===== config.mk =====
export PLATFORM = sky130hd
export DESIGN_NAME = rr_intf_arbiter
export DESIGN_NICKNAME = d
export VERILOG_FILES = /design/src/rtl/rr_intf_arbiter_pkg.sv /design/src/rtl/rr_intf_arbiter_pick.sv /design/src/rtl/rr_intf_arbiter.sv
export SDC_FILE = /design/constraint.sdc
export NUM_CORES = 1
export LEC_CHECK = 0
export ABC_AREA = 1
export BUFFER_PORTS_ARGS = -buffer_cell sky130_fd_sc_hd__buf_4
export CORE_ASPECT_RATIO = 1.4
export CORE_MARGIN = 4
export CORE_UTILIZATION = 45
export CTS_CLUSTER_SIZE = 20
export DETAILED_ROUTE_END_ITERATION = 10
export HOLD_SLACK_MARGIN = 0.12
export PLACE_DENSITY = 0.76
export REMOVE_ABC_BUFFERS = 1
export SYNTH_ARGS = -nofsm -noshare
export SYNTH_HDL_FRONTEND = slang
export SYNTH_SLANG_ARGS = --single-unit

===== constraint.sdc =====
create_clock -name clk -period 2 [get_ports clk]
set_input_delay 0.1 -clock clk [delete_from_list [all_inputs] [get_ports clk]]
set_output_delay 0.1 -clock clk [all_outputs]
set_load 0.1 [all_outputs]

===== src/rtl/rr_intf_arbiter_pkg.sv =====
// Shared types for the round-robin interface arbiter: FSM state encoding and
// an index-width helper used to size pointers and counters.
package rr_arb_pkg;

  typedef enum logic [1:0] {
    IDLE  = 2'd0,
    GRANT = 2'd1,
    GAP   = 2'd2
  } arb_state_t;

  // Bits needed to index n items; never narrower than one bit.
  function automatic int idx_w(input int n);
    return (n > 1) ? $clog2(n) : 1;
  endfunction

endpackage


===== src/rtl/rr_intf_arbiter_pick.sv =====
// Rotating-priority encoder: returns the first requester at or after ptr_i,
// wrapping past the top index, plus a flag saying any request is present.
module rr_pick
  import rr_arb_pkg::*;
#(
  parameter int N_REQ = 4,
  parameter int IDX_W = idx_w(N_REQ)
) (
  input  logic [N_REQ-1:0] req_i,
  input  logic [IDX_W-1:0] ptr_i,
  output logic             any_o,
  output logic [IDX_W-1:0] winner_o
);

  int slot;

  // NOTE: every always_comb output gets a default before any conditional
  // assignment, otherwise synthesis infers a latch to hold the old value.
  always_comb begin
    any_o    = |req_i;
    winner_o = '0;
    slot     = 0;
    // Scan from the farthest offset down so the nearest request overwrites last.
    for (int i = N_REQ - 1; i >= 0; i--) begin
      slot = int'(ptr_i) + i;
      if (slot >= N_REQ) slot = slot - N_REQ;
      if (req_i[slot]) winner_o = IDX_W'(slot);
    end
  end

endmodule


===== src/rtl/rr_intf_arbiter.sv =====
// Round-robin owner arbitration for one shared interface: one-cycle grant
// latency, hold-timer revoke, and a mandatory one-cycle gap between owners.
module rr_intf_arbiter
  import rr_arb_pkg::*;
#(
  parameter int N_REQ    = 4,
  parameter int HOLD_MAX = 16,
  parameter int CNT_W    = 16
) (
  input  logic                     clk,
  input  logic                     rst_n,
  input  logic [N_REQ-1:0]         req,
  input  logic [N_REQ-1:0]         rel,
  output logic [N_REQ-1:0]         gnt,
  output logic [$clog2(N_REQ)-1:0] gnt_id,
  output logic                     busy,
  output logic                     timeout,
  output logic [CNT_W-1:0]         grant_cnt
);

  localparam int IDX_W  = idx_w(N_REQ);
  localparam int HOLD_W = idx_w(HOLD_MAX);

  arb_state_t       state_q;
  logic [IDX_W-1:0] ptr_q;
  logic [HOLD_W-1:0] hold_q;
  logic [N_REQ-1:0] gnt_q;
  logic [IDX_W-1:0] gnt_id_q;
  logic             busy_q;
  logic             timeout_q;
  logic [CNT_W-1:0] grant_cnt_q;

  logic             pick_any;
  logic [IDX_W-1:0] pick_id;
  logic [N_REQ-1:0] win_onehot;
  logic [IDX_W-1:0] ptr_next;
  logic             owner_done;

  rr_pick #(
    .N_REQ (N_REQ),
    .IDX_W (IDX_W)
  ) u_pick (
    .req_i    (req),
    .ptr_i    (ptr_q),
    .any_o    (pick_any),
    .winner_o (pick_id)
  );

  always_comb begin
    win_onehot          = '0;
    win_onehot[pick_id] = 1'b1;
    ptr_next            = (pick_id == IDX_W'(N_REQ - 1)) ? '0 : pick_id + 1'b1;
    // Explicit release or dropping req both end the tenure; either beats the timer.
    owner_done          = rel[gnt_id_q] || !req[gnt_id_q];
  end

  // NOTE: state is updated with non-blocking assignments only, and the reset
  // branch is asynchronous so gnt drops the moment rst_n falls.
  always_ff @(posedge clk or negedge rst_n) begin
    if (!rst_n) begin
      state_q     <= IDLE;
      ptr_q       <= '0;
      hold_q      <= '0;
      gnt_q       <= '0;
      gnt_id_q    <= '0;
      busy_q      <= 1'b0;
      timeout_q   <= 1'b0;
      grant_cnt_q <= '0;
    end else begin
      timeout_q <= 1'b0;
      unique case (state_q)
        IDLE, GAP: begin
          if (pick_any) begin
            state_q     <= GRANT;
            gnt_q       <= win_onehot;
            gnt_id_q    <= pick_id;
            busy_q      <= 1'b1;
            grant_cnt_q <= grant_cnt_q + 1'b1;
            ptr_q       <= ptr_next;
            hold_q      <= '0;
          end else begin
            state_q <= IDLE;
          end
        end
        GRANT: begin
          if (owner_done) begin
            state_q <= GAP;
            gnt_q   <= '0;
            busy_q  <= 1'b0;
          end else if (hold_q == HOLD_W'(HOLD_MAX - 1)) begin
            state_q   <= GAP;
            gnt_q     <= '0;
            busy_q    <= 1'b0;
            timeout_q <= 1'b1;
          end else begin
            hold_q <= hold_q + 1'b1;
          end
        end
        default: begin
          state_q <= IDLE;
          gnt_q   <= '0;
          busy_q  <= 1'b0;
        end
      endcase
    end
  end

  assign gnt       = gnt_q;
  assign gnt_id    = gnt_id_q;
  assign busy      = busy_q;
  assign timeout   = timeout_q;
  assign grant_cnt = grant_cnt_q;

endmodule


==> qor.csv, run 1 <==
metric;value;unit
status;finished clean;
I/O pins;34;
post-route ant nets;0;
CTS H-tree lvls;2;
total gr overflow;0;
Inserted Diodes;0;
Port Buffers;33;
# setup viols final;0;
Worst Setup Start Kind;flop;
Via Count;1546;
most instantiated library cell after synthesis;nand2_1;
Max-Cap Viols;0;
Synth top area share;0.453;
Synth cell types;27;
Die Area;5010;µm²
Hold-fix buffers, CTS;1;
Die H;82.1;µm
CP Cell Sequence;inv_2, nand2_1, nand3_1, nand2_1, nand3_1, nand3_1, nand2_2, ha_1, nand2_1, o21ai_0;
Async S/R FF share, synth;1.00;
CTS tree;done;
residual DRC count;0;
Synth top cells by count;nand2_1, dfrtp_1, inv_1;
fillers;384;
Fin. Hold Viols;0;
#FFs+latches synth;32;
via density per instance;5.10;
slowest CP cell;dfrtp_1;
Max stage delay on crit path;0.50;ns
Post CTS Setup Buffer Count;0;
placement row count;26;
Final Skew;0.00232;ns
DRT iter0 DRCs;128;
drt pass-1 iters;4;
Post-Syn Area;1770;µm²
Area growth syn-to-layout;21.3;%
Max Slew Vio Count;0;
clock net sink count;32;
layout cells sized above 1;0.180;
vias in the first global route;1523;
CTS resizes;0;
minimum clock period;1.74;ns
largest net degree at the start of global routing;33;
fmax;574;MHz
total CTS buffers;5;
unrepaired setup endpoints after global routing;no;
GP Congestion;0.879;
Avg Cell Area, Syn;7.96;µm²
Ys Warns;0;
core area;3710;µm²
clk slew on worst S/H paths;0.06;ns
clock latency on the worst-skew pair;0.28;ns
Max Fanout on Critical Path;10;
first-pass GRT wire length;6560;µm
cell count after synthesis;222;
Least-Margin Pin Slew;0.404;ns
maximum clock insertion buffer count;2;
register area share after synthesis;0.453;
initial core utilization;0.476;
Total Wirelength;3690;µm
crit end category;flop;
WL/cell;12.2;µm
Worst EP arrival;1.89;ns
GR Util All Layers;0.177;
Final nets;276;
DIE WIDTH;61.0;µm
EDFF count, synth;0;
DP Wirelength;2790;µm
initial antenna violation count;0;
Final Cycle Share;0.871;
CTS root buf;clkbuf_8;
kind of critical path;reg2reg;
Rel. slew slack;0.731;
final cell utilization of the core;0.578;
top_reg_cell synth;dfrtp_1;
Final TNS setup;0;ns
Req. time, crit path;2.15;ns
top cells by area, synth;dfrtp_1, nand2_1, nand3_1;
Hold Slack;0.253;ns
Worst Hold Class;in2reg;
leading area contributor after synthesis;dfrtp_1;
-- final timing paths --
kind / slack [ns] / start / cells past startpoint / to
hold reg to reg: 0.47 / busy$_DFFE_PN0P_ / 2 / busy$_DFFE_PN0P_
setup / recovery: 0.26 / ptr_q[0]$_DFFE_PN0N_ / 10 / ptr_q[1]$_DFFE_PN0N_
hold / removal: 0.25 / req[2] / 4 / state_q[1]$_DFFE_PN0P_
min in group asynchronous: 0.28 / rst_n / 2 / grant_cnt[2]$_DFFE_PN0N_
max in group asynchronous: 1.43 / rst_n / 2 / grant_cnt[1]$_DFFE_PN0N_
setup reg to reg: 0.26 / ptr_q[0]$_DFFE_PN0N_ / 10 / ptr_q[1]$_DFFE_PN0N_
-- cell usage in the layout, fill, tap and decap left out --
master         instances
dlygate4sd3_1          1
inv_1                 23
ha_1                   6
a31oi_1                1
nand3b_1               4
and2_1                 1
nand2_2                1
nand4_1                4
xnor2_1                3
buf_4                 33
inv_2                  1
a21oi_1                1
nor3_4                 1
nand3_2                1
dfrtp_1               32
o21ai_0                6
clkbuf_1               2
nor2_1                17
or2_2                  1
o21ai_1                3
nand2_1               72
xor2_1                10
o21ai_2                1
nor3_1                 6
nand3_1               22
nand2_4                1
clkbuf_8               6
nand4_2                1
-- metal layers --
| layer | GRT usage | share of wire | vias up |
|---|---|---|---|
| met4 | 0.0933 | 0.022 | 0 |
| li1 | - | - | 783 |
| met2 | 0.309 | 0.51 | 31 |
| met5 | 0 | 0 | - |
| met1 | 0.193 | 0.42 | 726 |
| met3 | 0.0420 | 0.054 | 6 |
-- cell type report --
type	count	area [µm²]	share of cell area
Multi-Input combinational cell	163	852	0.398
Sequential cell	32	801	0.374
Timing Repair Buffer	34	258	0.120
Tap cell	42	52.6	0.0245
Inverter	24	90.1	0.0420
Clock buffer	8	90.1	0.0420
-- through the flow --
step	cells	instance area, µm²	worst slack [ns]
after floorplan	219	1740	0.00272
after global placement	294	2040	0.343
after detailed placement	294	2040	0.278
after CTS	303	2140	0.263
after global routing	303	2140	0.0152
final	303	2140	0.259
-- critical path: cells and delay by family, from the launching register on --
kind	cells	cell delay (ns)
adders and majority gates	1	0.29
AOI/OAI and AO/OA	1	0.07
DFF	1	0.50
and+or+nand+nor	7	0.64
buffers and inverters	1	0.09
-- cells by family (layout without fill, tap and decap cells) --
| family | after synthesis | in the layout | synth area share |
|---|---|---|---|
| AOI/OAI and AO/OA | 12 | 12 | 0.0368 |
| xor gates and xnor gates | 13 | 13 | 0.0644 |
| adders and majority gates | 6 | 6 | 0.0425 |
| buffers and inverters | 27 | 66 | 0.0644 |
| DFF | 32 | 32 | 0.453 |
| and+or+nand+nor | 132 | 132 | 0.339 |
-- state kept, by name (all words and copies together), names as in the netlist --
register	count
grant_cnt	16
gnt	4
hold_q	4
gnt_id	2
ptr_q	2
state_q	2
busy	1
timeout	1
Power of run 1 is left out: the tool's default activity adds up to more than one toggle a clock period on the data nets, which glitch-free logic cannot reach.
==> run 2, diff against run 1 <==
Settings changed: CORE_ASPECT_RATIO 1.4 to not set.
==> qor.csv, run 2 (synthesized netlist as in run 1, its figures left out) <==
metric;value;unit
Worst EP arrival;1.89;ns
max reg flops;16;
Area growth syn-to-layout;22.7;%
I/O pins;34;
Least-Margin Pin Slew;0.401;ns
Final TNS setup;0;ns
Via Count;1502;
drt pass-1 iters;4;
initial antenna violation count;0;
DRT iter0 DRCs;79;
Final nets;276;
DP Wirelength;2660;µm
most frequent cells in the layout;nand2_1, buf_4, dfrtp_1;
sequential standard cell area;801;µm²
CTS tree;done;
Total Wirelength;3490;µm
Multi-input gate area;852;µm²
layout cells sized above 1;0.184;
DIE WIDTH;70.7;µm
WL/cell;11.3;µm
clk slew on worst S/H paths;0.06;ns
Final Cycle Share;0.872;
Fin. Hold Viols;0;
Req. time, crit path;2.14;ns
GP Congestion;0.893;
Inserted Diodes;0;
clock latency on the worst-skew pair;0.28;ns
Rel. slew slack;0.732;
fmax;573;MHz
Max Slew Vio Count;0;
Port Buffers;33;
post-route ant nets;0;
largest net degree at the start of global routing;33;
reg2reg path depth;11;
commonest non-fill, non-tap cell in the layout;nand2_1;
total CTS buffers;5;
clock net sink count;32;
Max-Cap Viols;0;
Die Area;4990;µm²
Post CTS Setup Buffer Count;0;
CTS root buf;clkbuf_8;
kind of critical path;reg2reg;
Worst Hold Class;in2reg;
crit end category;flop;
initial core utilization;0.475;
CTS H-tree lvls;2;
Hold Crit Depth;4;
fillers;354;
minimum clock period;1.74;ns
vias in the first global route;1390;
# setup viols final;0;
via density per instance;4.86;
status;finished clean;
residual DRC count;0;
unrepaired setup endpoints after global routing;no;
GR Util All Layers;0.151;
placement row count;22;
core area;3720;µm²
Max Fanout on Critical Path;10;
Final Skew;0.00629;ns
total gr overflow;0;
maximum clock insertion buffer count;2;
Worst Setup Start Kind;flop;
Die H;70.7;µm
first-pass GRT wire length;6070;µm
==> run 2: final timing paths <==
check	from	endpoint	slack [ns]
min in group asynchronous	rst_n	grant_cnt[10]$_DFFE_PN0N_	0.28
worst min register to register	gnt[0]$_DFFE_PN0P_	gnt[0]$_DFFE_PN0P_	0.48
max in group asynchronous	rst_n	ptr_q[0]$_DFFE_PN0N_	1.43
worst min-delay path	req[2]	state_q[1]$_DFFE_PN0P_	0.25
worst max-delay path	ptr_q[0]$_DFFE_PN0N_	ptr_q[1]$_DFFE_PN0N_	0.26
worst max register to register	ptr_q[0]$_DFFE_PN0N_	ptr_q[1]$_DFFE_PN0N_	0.26
==> run 2: final cells by class <==
class	instances	area share
Clock buffer	6	0.0335
Clock inverter	2	0.0162
Inverter	24	0.0415
Multi-Input combinational cell	163	0.393
Sequential cell	32	0.369
Tap cell	48	0.0277
Timing Repair Buffer	34	0.119
==> run 2: repair_timing <==
action                                  in CTS  in global routing
hold buffers                                 1                  0
gates resized for setup                      0                  0
endpoints found under the setup margin       0                  0
endpoints found under the hold margin       32                  0
==> run 2: through the flow <==
step           hold WS [ns]  area [µm²]  instances   util  setup WS [ns]
3_3_place_gp         0.0611        2050        300  0.552          0.332
5_1_grt               0.272        2170        309  0.584         0.0375
2_1_floorplan        -0.196        1740        219      -        0.00272
6_report              0.247        2170        309  0.584          0.256
4_1_cts               0.244        2170        309  0.584          0.241
3_5_place_dp         0.0589        2050        300  0.552          0.251
==> run 2: critical path, cell delays in order, from the launching register on <==
cell and delay (ns):
dfrtp_1 0.51, inv_2 0.09, nand3_1 0.09, and2_1 0.16
nand2_1 0.06, inv_1 0.05, nand3_1 0.05, nand2_1 0.13
inv_1 0.08, ha_1 0.26, nand2_1 0.06, o21ai_0 0.08
==> run 2: metal layers <==
metal  GRT usage  wire, µm  vias up
met4      0.0626        65        0
met5           0         0        -
met3      0.0412       149        6
met1       0.190      1630      685
met2       0.245      1640       25
li1            -         -      786
Power of run 2 is left out for the same reason.
